==> src/rtl/sad_min_selector.sv <==
// Streaming minimum-SAD search over a 16x16 window, one row per beat.
// Two registered stages (row reduce, running best) plus an accept/drain/done FSM.
module sad_min_selector #(
    parameter int N_COLS = 16,
    parameter int N_ROWS = 16,
    parameter int SAD_W  = 16,
    parameter int MV_OFS = 8
) (
    input  logic                      clk,
    input  logic                      rst_n,
    input  logic [N_COLS*SAD_W-1:0]   in_sad_row,
    input  logic                      in_valid,
    output logic                      in_ready,
    output logic [SAD_W-1:0]          out_sad,
    output logic [3:0]                out_row,
    output logic [3:0]                out_col,
    output logic [4:0]                out_mv_y,
    output logic [4:0]                out_mv_x,
    output logic                      out_valid,
    input  logic                      out_ready
);

    typedef enum logic [1:0] {ACCUM, DRAIN, DONE} state_e;

    localparam logic [3:0] LAST_ROW = 4'(N_ROWS - 1);

    state_e           state_q;
    logic [3:0]       row_q;
    logic             out_valid_q;
    logic             accept;

    logic [SAD_W-1:0] row_min_d;
    logic [3:0]       row_col_d;

    logic             s1_valid_q;
    logic [SAD_W-1:0] s1_min_q;
    logic [3:0]       s1_col_q;
    logic [3:0]       s1_row_q;

    logic [SAD_W-1:0] best_sad_q;
    logic [3:0]       best_row_q;
    logic [3:0]       best_col_q;
    logic [4:0]       mv_y_q;
    logic [4:0]       mv_x_q;
    logic             take_best;

    // Gated by rst_n so nothing is accepted while reset is held.
    assign in_ready = rst_n && (state_q == ACCUM);
    assign accept   = in_valid && in_ready;

    always_ff @(posedge clk) begin
        if (!rst_n) begin
            state_q     <= ACCUM;
            row_q       <= '0;
            out_valid_q <= 1'b0;
        end else begin
            case (state_q)
                ACCUM: begin
                    if (accept) begin
                        if (row_q == LAST_ROW) begin
                            state_q <= DRAIN;
                            row_q   <= '0;
                        end else begin
                            row_q <= row_q + 4'd1;
                        end
                    end
                end
                DRAIN: begin
                    state_q     <= DONE;
                    out_valid_q <= 1'b1;
                end
                DONE: begin
                    if (out_ready) begin
                        state_q     <= ACCUM;
                        out_valid_q <= 1'b0;
                    end
                end
                default: begin
                    state_q     <= ACCUM;
                    out_valid_q <= 1'b0;
                end
            endcase
        end
    end

    // Strict less-than scan from column 0 keeps the lowest column on ties.
    always_comb begin
        row_min_d = in_sad_row[SAD_W-1:0];
        row_col_d = '0;
        for (int c = 1; c < N_COLS; c++) begin
            if (in_sad_row[c*SAD_W +: SAD_W] < row_min_d) begin
                row_min_d = in_sad_row[c*SAD_W +: SAD_W];
                row_col_d = 4'(c);
            end
        end
    end

    always_ff @(posedge clk) begin
        if (!rst_n) begin
            s1_valid_q <= 1'b0;
            s1_min_q   <= '0;
            s1_col_q   <= '0;
            s1_row_q   <= '0;
        end else begin
            s1_valid_q <= accept;
            if (accept) begin
                s1_min_q <= row_min_d;
                s1_col_q <= row_col_d;
                s1_row_q <= row_q;
            end
        end
    end

    assign take_best = s1_valid_q &&
                       ((s1_row_q == 4'd0) || (s1_min_q < best_sad_q));

    always_ff @(posedge clk) begin
        if (!rst_n) begin
            best_sad_q <= '0;
            best_row_q <= '0;
            best_col_q <= '0;
            mv_y_q     <= '0;
            mv_x_q     <= '0;
        end else if (take_best) begin
            best_sad_q <= s1_min_q;
            best_row_q <= s1_row_q;
            best_col_q <= s1_col_q;
            mv_y_q     <= {1'b0, s1_row_q} - 5'(MV_OFS);
            mv_x_q     <= {1'b0, s1_col_q} - 5'(MV_OFS);
        end
    end

    assign out_sad   = best_sad_q;
    assign out_row   = best_row_q;
    assign out_col   = best_col_q;
    assign out_mv_y  = mv_y_q;
    assign out_mv_x  = mv_x_q;
    assign out_valid = out_valid_q;

endmodule

==> config.mk <==
export PLATFORM = sky130hd
export DESIGN_NAME = sad_min_selector
export DESIGN_NICKNAME = d
export VERILOG_FILES = /design/src/rtl/sad_min_selector.sv
export SDC_FILE = /design/constraint.sdc
export NUM_CORES = 1
export LEC_CHECK = 0
export ABC_AREA = 0
export ABC_CLOCK_PERIOD_IN_PS = 49400
export CORE_UTILIZATION = 53
export CTS_BUF_LIST = sky130_fd_sc_hd__clkbuf_8
export DETAILED_ROUTE_END_ITERATION = 7
export MAX_ROUTING_LAYER = met4
export PLACE_DENSITY = 0.9
export SYNTH_ARGS = -nofsm -noshare
export SYNTH_HDL_FRONTEND = slang
export SYNTH_SLANG_ARGS = --single-unit
==> constraint.sdc <==
create_clock -name clk -period 49.4 [get_ports clk]
set_clock_uncertainty 0.05 [all_clocks]
set_input_delay 9.88 -clock clk [delete_from_list [all_inputs] [get_ports clk]]
set_output_delay 9.88 -clock clk [all_outputs]
set_load 0.01 [all_outputs]
==> impl_results.md <==
- Drt first pass iters: 5
- Syn_nets: approximately 2.2k
- Setup crit start: in_sad_row[11]
- CP max stage cell: o31ai_1
- H-tree depth: 3
- I/O Pins: 296
- GR Util met2: 56.9%
- Family with the most delay on the worst path: compound AO/OA/AOI/OAI gates
- WP buf/inv: 24
- Grt met1 use: around 44%
- Critical Path AT: between 40 and 50 ns
- Flops & latches, synth: 58
- Status: finished, final reports clean
- Warnings, synthesis: 0
- Cts hold-fix bufs: 0
- CTS Root Cell: clkbuf_8
- Seq/Total Area, Yosys: a little under a tenth
- WL final: around 42 mm
- Cell mode on critical path: o21ai_0
- HP Start: out_col[3]$_SDFFE_PN0P_
- Initial antenna violation count: 3
- CP Max Fanout: 30
- EDFF count, synth: 0
- Top FF cell, synth: dfxtp_1
- Met3 Track Usage GR: 4.90%
- Placed Cells: 2222
- Reg2reg start: out_sad[1]$_SDFFE_PN0P_
- Post-Synthesis Cells: roughly 1.7k
- Via density: around 6
- Reg clk slew, reported paths: approximately 0.070 ns
- Area Overhead vs Synth: 30.3%
- Grt ovf: 0
- Clk sinks: 58
- Rows: 55
- Slowest stage delay, CP: 0.67 ns
- Max Freq: 21.5 MHz
- Crit share post-route: a little over nine tenths
- First-pass GRT wire length: roughly 64 mm
- Per-cell routed wire length: around 18 um
- Syn Area/Cell: just over 7 um^2
- Tot GR Track Use: between 30% and 40%
- DP HPWL: roughly 34 mm
- Num CTS Buffers: 9
- Distinct cells, synth: between 90 and 100
- Commonest non-fill, non-tap cells in the layout: 295 x clkdlybuf4s50_1, 219 x inv_1, 216 x ha_1, 166 x nand2_1, 142 x o21ai_0
- MaxCap Viol Count: 0
- CP Capture Type: flip-flop
- HP Class: flip-flop to flip-flop
- DR DRC count: 0
- Initial Utilization: 54.1%
- Synthesized area: 12200 um^2
- # port buffers: 295
- Vias: about 14k
- Setup TNS: 0 ns
- Async S/R FF share, synth: 0%
- Die Y: between 150 and 200 um
- Vias in the first global route: between 10k and 15k
- Final Setup Violations: 0
- Clk buf depth: 2
- Chip width: 154 um
- Actual slew at the worst max-slew pin: 1.14 ns
- Layout Nets: 2458
- Commonest non-fill, non-tap cell in the layout: clkdlybuf4s50_1
- CTS tree: yes
- DRC violation total after the first TritonRoute iteration: between 1k and 1.5k
- Post-DRT Antenna Nets: 0
- Worst-skew pair later-pin latency: between 0.3 and 0.4 ns
- Final Hold Viols: 0
- Fin cells: approximately 2.3k
- Crit path required time: roughly 50 ns
- Largest net degree at the start of global routing: 58
- Slew Limit Fails: 0
- Placer Congestion: about 1.0
- CP Launch Type: input pin
- Slew HR: 24.0%
- Fin crit period: between 40 and 50 ns
- Critical path class: input pin to flip-flop
- Layout cells sized above 1: 8.81%
- CORE AREA: approximately 23000 um^2
- GRT Max-Usage Layer: met2
- Die area: 23700 um^2
kinds of logic (layout without fill, tap and decap cells):
group,count (synthesis),in the layout,synth area share (%)
compound gates,504,506,26.8
xor+xnor,5,5,0.358
fa+ha+maj,221,221,22.5
buf+inv,280,572,9.15
flops,58,58,9.48
mux,123,123,10.8
other cells,0,3,0
simple gates,499,502,21.0
path summary, 6_finish.rpt:
| check | endpoint | slack [ns] | depth (start not counted) |
|---|---|---|---|
| setup / recovery | s1_min_q[2]$_SDFFE_PN0P_ | 2.91 | 205 |
| hold / removal | out_col[3]$_SDFFE_PN0P_ | 0.42 | 2 |
| setup reg to reg | out_sad[4]$_SDFFE_PN0P_ | 45.17 | 25 |
| hold reg to reg | out_col[3]$_SDFFE_PN0P_ | 0.42 | 2 |
cell type report:
class	count	area, um^2
multi-input combinational	1357	10100
tap	285	357
antenna	3	7.51
timing repair buffer	337	3300
sequential	58	1160
clock buffer	9	124
clock inverter	7	68.8
fill	1808	6690
inverter	219	822
metal layers:
metal	part of all wire (%)	vias to the layer above
met3	7.6	105
met5	0	-
met1	44	6193
met2	46	647
li1	-	6658
met4	3.1	0
what timing repair did:
item | 4_1_cts | 5_1_grt
resized for setup | 0 | 20
setup buffers | 0 | 29
endpoints found under the setup margin | 0 | 20
flip-flops by register name (all words and copies together), names as in the netlist:
register,flops
out_sad,16
out_mv_y,1
row_q,4
s1_col_q,4
s1_row_q,4
s1_valid_q,1
s1_min_q,16
state_q,2
out_mv_x,1
out_row,4
out_valid,1
out_col,4
tightest hold or removal path: stages, from the launching register on:
cell,delay [ns]
dfxtp_1,0.31
nand2_1,0.04
a21boi_0,0.07
cell usage after synthesis, types with 9 or more instances:
library cell,n,area [um^2]
dfxtp_1,58,1160
a31oi_1,11,68.8
and3_1,13,81.3
nor2_1,89,334
and4_1,9,78.8
o21ai_0,142,711
a21oi_1,130,651
nand2_1,167,627
nor3_1,23,115
buf_4,14,105
nor2b_1,58,363
o31ai_1,9,67.6
mux2_2,56,631
ha_1,216,2700
nand3_1,17,85.1
nand2b_1,31,194
o21a_1,38,285
clkbuf_1,38,143
inv_1,219,822
mux2i_1,61,611
a21o_1,45,338
a21boi_0,14,105
nand4_1,35,219
through the flow:
stage | utilization, % | hold WS [ns] | cell area [um^2] | setup WS (ns)
floorplan | - | 0.372 | 12200 | 3.44
global placement | 67.8 | 0.400 | 15400 | 0.967
detailed placement | 67.8 | 0.400 | 15400 | -0.131
CTS | 68.7 | 0.420 | 15600 | 0.220
global route | 70.5 | 0.452 | 16000 | -0.356
finish | 70.5 | 0.418 | 16000 | 2.91
Power is not shown: default switching activity piles up to over one toggle a cycle in this logic, so the estimate is an artifact.
